`src/rtl/conv_seq_ctrl.sv`:
```
// rtl/conv_seq_ctrl.sv - layer sequencer driving the single-unit conv datapath and output buffer
// Optional perf counters (perf_cycles, perf_stall) are built when CONV_SEQ_PERF_EN is defined.
module conv_seq_ctrl #(
  parameter int N_CH  = 4,
  parameter int CH_W  = 2,
  parameter int OB_AW = 10
) (
  input  logic             clk,
  input  logic             rst_n,
  input  logic             start,
  input  logic             layer_sel,
  input  logic             abort,
  output logic             busy,
  output logic             done,
  output logic             w_load,
  output logic [CH_W-1:0]  w_ch,
  input  logic             w_ready,
  output logic             conv_rst_n,
  output logic             conv_trigger,
  output logic             conv_layer,
  input  logic             conv_valid,
  input  logic [7:0]       conv_pixel,
  output logic             conv_save_done,
  output logic             ob_we,
  output logic [OB_AW-1:0] ob_addr,
  output logic [7:0]       ob_wdata,
  input  logic             ob_ready
`ifdef CONV_SEQ_PERF_EN
  ,
  output logic [31:0]      perf_cycles,
  output logic [31:0]      perf_stall
`endif
);

  typedef enum logic [2:0] {
    S_IDLE, S_LOAD_W, S_RST_CONV, S_TRIG, S_WAIT_PIX, S_WRITE, S_ACK, S_DONE
  } state_t;

  localparam logic [7:0]      PIX1_LAST = 8'd181;
  localparam logic [7:0]      PIX2_LAST = 8'd131;
  localparam logic [CH_W-1:0] CH_LAST   = CH_W'(N_CH - 1);

  state_t     state;
  logic [7:0] pix;
  logic       pix_last;
  logic       start_acc;

  assign pix_last  = (pix == (conv_layer ? PIX2_LAST : PIX1_LAST));
  assign start_acc = (state == S_IDLE) && start && !abort;

  always_ff @(posedge clk) begin
    if (!rst_n) begin
      state          <= S_IDLE;
      busy           <= 1'b0;
      done           <= 1'b0;
      w_load         <= 1'b0;
      w_ch           <= '0;
      conv_rst_n     <= 1'b0;
      conv_trigger   <= 1'b0;
      conv_layer     <= 1'b0;
      conv_save_done <= 1'b0;
      ob_we          <= 1'b0;
      ob_addr        <= '0;
      ob_wdata       <= '0;
      pix            <= '0;
    end else begin
      done           <= 1'b0;
      w_load         <= 1'b0;
      conv_trigger   <= 1'b0;
      conv_save_done <= 1'b0;
      conv_rst_n     <= 1'b1;
      if (state != S_IDLE && abort) begin
        state      <= S_IDLE;
        busy       <= 1'b0;
        ob_we      <= 1'b0;
        conv_rst_n <= 1'b0;
      end else begin
        case (state)
          S_IDLE: begin
            if (start_acc) begin
              state      <= S_LOAD_W;
              busy       <= 1'b1;
              w_load     <= 1'b1;
              w_ch       <= '0;
              pix        <= '0;
              ob_addr    <= '0;
              conv_layer <= layer_sel;
            end
          end
          // w_ready is only trusted from the cycle after the w_load pulse
          S_LOAD_W: begin
            if (!w_load && w_ready) begin
              state      <= S_RST_CONV;
              conv_rst_n <= 1'b0;
            end
          end
          S_RST_CONV: begin
            state        <= S_TRIG;
            conv_trigger <= 1'b1;
          end
          S_TRIG: state <= S_WAIT_PIX;
          S_WAIT_PIX: begin
            if (conv_valid) begin
              ob_wdata <= conv_pixel;
              ob_we    <= 1'b1;
              state    <= S_WRITE;
            end
          end
          // no save_done after a channel's last pixel: conv stays parked until reset
          S_WRITE: begin
            if (ob_ready) begin
              ob_we   <= 1'b0;
              ob_addr <= ob_addr + OB_AW'(1);
              if (!pix_last) begin
                pix            <= pix + 8'd1;
                conv_save_done <= 1'b1;
                state          <= S_ACK;
              end else if (w_ch != CH_LAST) begin
                pix    <= '0;
                w_ch   <= w_ch + CH_W'(1);
                w_load <= 1'b1;
                state  <= S_LOAD_W;
              end else begin
                busy  <= 1'b0;
                done  <= 1'b1;
                state <= S_DONE;
              end
            end
          end
          S_ACK:   state <= S_WAIT_PIX;
          S_DONE:  state <= S_IDLE;
          default: state <= S_IDLE;
        endcase
      end
    end
  end

`ifdef CONV_SEQ_PERF_EN
  always_ff @(posedge clk) begin
    if (!rst_n) begin
      perf_cycles <= '0;
      perf_stall  <= '0;
    end else if (start_acc) begin
      perf_cycles <= '0;
      perf_stall  <= '0;
    end else begin
      if (busy)
        perf_cycles <= perf_cycles + 32'd1;
      if (ob_we && !ob_ready)
        perf_stall <= perf_stall + 32'd1;
    end
  end
`endif

endmodule

```
`config.mk`:
```
export PLATFORM = sky130hd
export DESIGN_NAME = conv_seq_ctrl
export DESIGN_NICKNAME = d
export VERILOG_FILES = /design/src/rtl/conv_seq_ctrl.sv
export SDC_FILE = /design/constraint.sdc
export NUM_CORES = 1
export LEC_CHECK = 0
export BUFFER_PORTS_ARGS = -buffer_cell sky130_fd_sc_hd__buf_2
export CORE_UTILIZATION = 53
export CTS_CLUSTER_SIZE = 24
export DETAILED_ROUTE_END_ITERATION = 8
export GPL_TIMING_DRIVEN = 0
export MAX_ROUTING_LAYER = met4
export PLACE_DENSITY = 0.87
export SKIP_CTS_REPAIR_TIMING = 1
export SKIP_LAST_GASP = 1
export SLEW_MARGIN = 20
export SYNTH_ARGS = -nofsm -noshare
export SYNTH_HDL_FRONTEND = slang
export SYNTH_SLANG_ARGS = --single-unit
```
`constraint.sdc`:
```
create_clock -name clk -period 2.3 [get_ports clk]
set_input_delay 0.345 -clock clk [delete_from_list [all_inputs] [get_ports clk]]
set_output_delay 0.345 -clock clk [all_outputs]
set_load 0.02 [all_outputs]
```
# ---- Word level (Yosys, flattened, before mapping)
# Cells that the tools add are included.
dict set report word_totals {
  regBits 39
  latch_bits 0
  mem_count 0
  mem_bits_ro 0
  ramBits 0
  in_bits 16
}
dict set report op_classes {
  n_div 0
  shift 0
  multipliers 0
  reduce_logical 22
  mux 39
  bitwise 5
  addsub 3
  magnitude_cmp 0
  eq_ne 17
}
# operator n
set ops {}
lappend ops {{two-way mux 8 bit} 4}
lappend ops {{case mux 3 bit (7 select lines)} 1}
lappend ops {{two-way mux 10 bit} 2}
lappend ops {{case mux 10 bit (2 select lines)} 1}
lappend ops {{two-way mux 3 bit} 6}
lappend ops {{inequality test 2 bit, second input constant} 8}
lappend ops {{case mux 8 bit (2 select lines)} 1}
lappend ops {{two-way mux 1 bit} 15}
lappend ops {{== test 3 bit, second input constant} 4}
lappend ops {{adder 10 x 1 -> 10 bit, second input constant} 1}
lappend ops {{AND reduction 5 bit} 2}
lappend ops {{AND reduction 3 bit} 3}
lappend ops {{adder 8 x 1 -> 8 bit, second input constant} 1}
lappend ops {{== test 8 bit} 1}
lappend ops {{two-way mux 2 bit} 4}
lappend ops {{AND reduction 4 bit} 2}
lappend ops {{== test 3 x 2 -> 1 bit, second input constant} 2}
lappend ops {{two-way mux 6 bit} 1}
lappend ops {{case mux 1 bit (2 select lines)} 3}
lappend ops {{AND reduction 6 bit} 1}
lappend ops {{NOT 1 bit} 5}
lappend ops {{OR reduction 5 bit} 1}
lappend ops {{logical AND 1 bit} 4}
lappend ops {{case mux 2 bit (2 select lines)} 1}
lappend ops {{9 further kinds} 12}

# ---- Longest topological paths before layout
dict set report logic_depth {
  depth_word 5
  ltp_mapped 7
  ltp_nobuf 5
}

# ---- Least setup slack after synthesis
# Ideal clock, no wire load.
dict set report synth_path {
  path_type {flip-flop to flip-flop}
  start {reg pix[2]}
  end {reg w_load}
  required_time_ns 2.197
  path_stages_with_launch 7
  arrival_ns 1.466
  period_less_slack_ns 1.570
  path_slack_ns 0.730
  path_cell_list {dfxtp_1 > buf_6 > nor4b_4 > a22oi_2 > nor3_4 > a31oi_1 > a2111oi_2}
}
dict set report synth_between {
  elab_chain_len 4
}
# item line
set synth_rtl {}
lappend synth_rtl {{start: declaration} 44} ;# logic [7:0] pix;
lappend synth_rtl {{start signal: assignment} 115} ;# pix <= pix + 8'd1;
lappend synth_rtl {{== test 8 bit} 48} ;# assign pix_last = (pix == (conv_layer ? PIX2_LAST : PIX1_LAST));
lappend synth_rtl {{two-way mux 1 bit} 114} ;# if (!pix_last) begin
lappend synth_rtl {{two-way mux 1 bit} 111} ;# if (ob_ready) begin
lappend synth_rtl {{case mux 1 bit (2 select lines)} 78} ;# case (state)
lappend synth_rtl {{end signal: assignment} 56} ;# w_load <= 1'b0;
lappend synth_rtl {{end signal: assignment} 83} ;# w_load <= 1'b1;
lappend synth_rtl {{end signal: assignment} 121} ;# w_load <= 1'b1;
lappend synth_rtl {{end: declaration} 15} ;# output logic w_load,
# No other way between the ends.
# A chain may end at the register's enable or synchronous reset.

# ---- Worst setup path in the final report
dict set report layout_path {
  start {reg state[1]}
  end {reg pix[2]}
}
dict set report layout_between {
  elab_chain_len 5
  word_cells_on_any_way 13
}
# item line
set layout_rtl {}
lappend layout_rtl {{start: declaration} 43} ;# state_t state;
lappend layout_rtl {{start signal: assignment} 53} ;# state <= S_IDLE;
lappend layout_rtl {{start signal: assignment} 73} ;# state <= S_IDLE;
lappend layout_rtl {{start signal: assignment} 81} ;# state <= S_LOAD_W;
lappend layout_rtl {{logical NOT 3 bit} {49, 78}}
lappend layout_rtl {{logical AND 1 bit (2 in series)} 49} ;# assign start_acc = (state == S_IDLE) && start && !abort;
lappend layout_rtl {{inequality test 2 bit (no line)} n/a}
lappend layout_rtl {{AND reduction 5 bit (no line)} n/a}
# Parallel ways exist; a longest one is shown, timed or not.

==> results.sh <==
export IMPL_die_w_um=62.5
export IMPL_cts_root_buf="clkbuf_4"
export IMPL_drt_iter0_markers=67
export IMPL_diodes=0
export IMPL_finalHoldViolCount=0
export IMPL_place_congestion=0.917
export IMPL_grt_pass1_vias=1584
export IMPL_critical_path_max_fanout=10
export IMPL_wl_met2_mm=1.88
export IMPL_finalMaxSlewViolations=0
export IMPL_yosys_area_top_type="dfxtp_1"
export IMPL_seq_area_frac_synth=0.402
export IMPL_fin_util=0.677
export IMPL_clock_sinks=39
export IMPL_wl_mm=4.00
export IMPL_clk_latency_ps=350
export IMPL_path_class="reg -> reg"
export IMPL_wl_per_cell_um=12.6
export IMPL_synth_common_cells="39 x dfxtp_1, 27 x nor2_1, 25 x nand2_1"
export IMPL_synth_edf_count=0
export IMPL_top_layer="met4"
export IMPL_cp_slowest_cell="a21oi_1"
export IMPL_vias=1762
export IMPL_die_h_um=62.5
export IMPL_die_area_um2=3910
export IMPL_period_share=0.773
export IMPL_startpoint="state[1]$_SDFFE_PP0P_"
export IMPL_ios=44
export IMPL_wl_met1_mm=1.81
export IMPL_dominantRegCellSynth="dfxtp_1"
export IMPL_initial_core_util=0.568
export IMPL_port_buffers=42
export IMPL_synth_area_top_cells="dfxtp_1 40%, nor2_1 5.2%, nand2_1 4.8%, mux2i_1 4.6%, a21oi_1 3.1%"
export IMPL_worstHoldStart="conv_pixel[2]"
export IMPL_route_detailed_drc=0
export IMPL_cts_buffers=5
export IMPL_status="finished, final reports clean"
export IMPL_grt_ovfl_total=0
export IMPL_syn_num_nets=240
export IMPL_track_usage=0.221
export IMPL_syn_area_um2=1940
export IMPL_ir_drop_mv=0.306
export IMPL_grt_max_degree=13
export IMPL_relSlewSlack=0.524
export IMPL_fillers=287
export IMPL_cts_tree="built"
export IMPL_skew_ps=12.4
export IMPL_ys_warn_count=0
export IMPL_finalInstanceArea_um2=2310
export IMPL_pwr_density_cell_nw_per_um2=662
export IMPL_antenna_found_initial=0
export IMPL_min_period_ps=1780
export IMPL_power_leakage_nw=1.02
export IMPL_ys_async_sr_fraction=0
export IMPL_grt_first_pass_wirelength_mm=6.71
export IMPL_crit_chain="buf_6 -> nor2b_1 -> nand2_1 -> a21oi_1 -> nand3b_1 -> a31oi_1"
export IMPL_yosys_cell_count_top_type="dfxtp_1"
export IMPL_drive_gt1_frac=0.244
export IMPL_setup_tns_ps=0
export IMPL_dr_pass1_iters=4
export IMPL_nets=289
export IMPL_crit_path_end_kind="flop"
export IMPL_clockBufferDepth=2
export IMPL_cp_data_required_time_ps=2580
export IMPL_fmax_mhz=562
export IMPL_wl_met3_um=226
export IMPL_synth_seq_cells=39
export IMPL_yosysUniqueCellTypes=46
export IMPL_worst_pin_slew_ps=710
export IMPL_cp_start_kind="flop"
export IMPL_synth_top_cell_area_share=0.402
export IMPL_placed_area_um2=2210
export IMPL_hp_class="in -> reg"
export IMPL_reg2reg_slack_ps=520
export IMPL_vias_per_cell=5.56
export IMPL_core_area_um2=3420
export IMPL_h_tree_depth=2
export IMPL_dpl_hpwl_mm=3.02
export IMPL_syn_inst=221
export IMPL_cap_violations=0
export IMPL_syn_area_per_cell_um2=8.79
export IMPL_rows=21
export IMPL_area_growth_pct=19.0
export IMPL_crit_arrival_ps=2060
export IMPL_setup_violations=0
export IMPL_path_clk_slew_ps=110
export IMPL_antenna_left=0
export IMPL_slowest_delay_ps=480
export IMPL_r2r_start="state[1]$_SDFFE_PP0P_"
export IMPL_rsz0062_at_grt="no"
[sequential cells by signal, summed over array words and instances (netlist names)]
name            flops
conv_trigger        1
ob_wdata            8
ob_addr            10
state               3
busy                1
pix                 8
w_load              1
ob_we               1
conv_rst_n          1
conv_save_done      1
done                1
w_ch                2
conv_layer          1
[path summary, 6_finish.rpt]
path                                    to  depth (start not counted)
hold / removal    ob_wdata[2]$_SDFFE_PN0P_                          3
setup reg to reg       pix[2]$_SDFFE_PN0P_                          6
hold reg to reg        pix[7]$_SDFFE_PN0P_                          1
setup / recovery       pix[2]$_SDFFE_PN0P_                          6
[cell families (layout without fill, tap and decap cells)]
logic type | Yosys count | in the layout | share of synthesized area
simple gates | 106 | 106 | 0.289
compound gates | 40 | 40 | 0.142
flops | 39 | 39 | 0.402
buf+inv | 14 | 64 | 0.0561
xor+xnor | 10 | 10 | 0.0451
mux | 9 | 9 | 0.0464
fa+ha+maj | 3 | 3 | 0.0193
[power breakdown]
group / total [mW] / switching (mW) / internal [mW]
clock network: 0.557 / 0.218 / 0.339
logic: 0.256 / 0.154 / 0.102
registers: 0.716 / 0.0184 / 0.698
total: 1.53 / 0.390 / 1.14
[metrics by stage]
| step | power, mW | hold slack [ps] | cells | setup WS [ps] |
|---|---|---|---|---|
| 6_report | 1.53 | 225 | 317 | 522 |
| 4_1_cts | 1.54 | 222 | 317 | 511 |
| 5_1_grt | 1.60 | 230 | 317 | 375 |
| 2_1_floorplan | 0.917 | 444 | 221 | 730 |
| 3_5_place_dp | 0.986 | 469 | 309 | 494 |
| 3_3_place_gp | 0.980 | 466 | 309 | 487 |
[per-layer routing]
| metal | global-route usage | vias to the layer above |
|---|---|---|
| li1 | - | 891 |
| met4 | 0.119 | 0 |
| met2 | 0.345 | 58 |
| met5 | - | - |
| met1 | 0.268 | 804 |
| met3 | 0.0420 | 9 |
[cells in the final DEF (no fill, tap or decap), types with 2 or more instances in the layout]
cell type / instances
clkbuf_1: 3
clkbuf_4: 5
mux2i_1: 9
a21oi_1: 12
buf_6: 5
a31oi_1: 8
nand2_1: 25
bufinv_16: 2
nand4_1: 8
nand4b_1: 2
and3_1: 6
inv_1: 4
nand3b_1: 3
nor2b_1: 4
xnor2_1: 4
nor3b_1: 2
xor2_1: 6
nand2b_1: 3
nor3_1: 6
buf_2: 44
nor2_1: 27
nand3_1: 8
o21ai_0: 7
dfxtp_1: 39
ha_1: 3
nor4_1: 2
and2_1: 3
[critical path, delay by kind of cell, from the launching register on]
| family | cells | cell delay [ps] |
|---|---|---|
| AOI/OAI and AO/OA | 2 | 660 |
| buffers and inverters | 1 | 140 |
| DFF | 1 | 330 |
| and+or+nand+nor | 3 | 590 |
[area by class of cell]
type,instances,area [um^2],area share
Multi-Input combinational cell,168,1050,0.455
Sequential cell,39,781,0.338
Timing Repair Buffer,42,210,0.0910
Buffer,10,93.8,0.0406
Clock inverter,2,60.1,0.0260
Tap cell,46,57.6,0.0249
Clock buffer,6,41.3,0.0179
Inverter,4,15.0,0.00650
No activity file was read; power rests on OpenSTA's default activity.
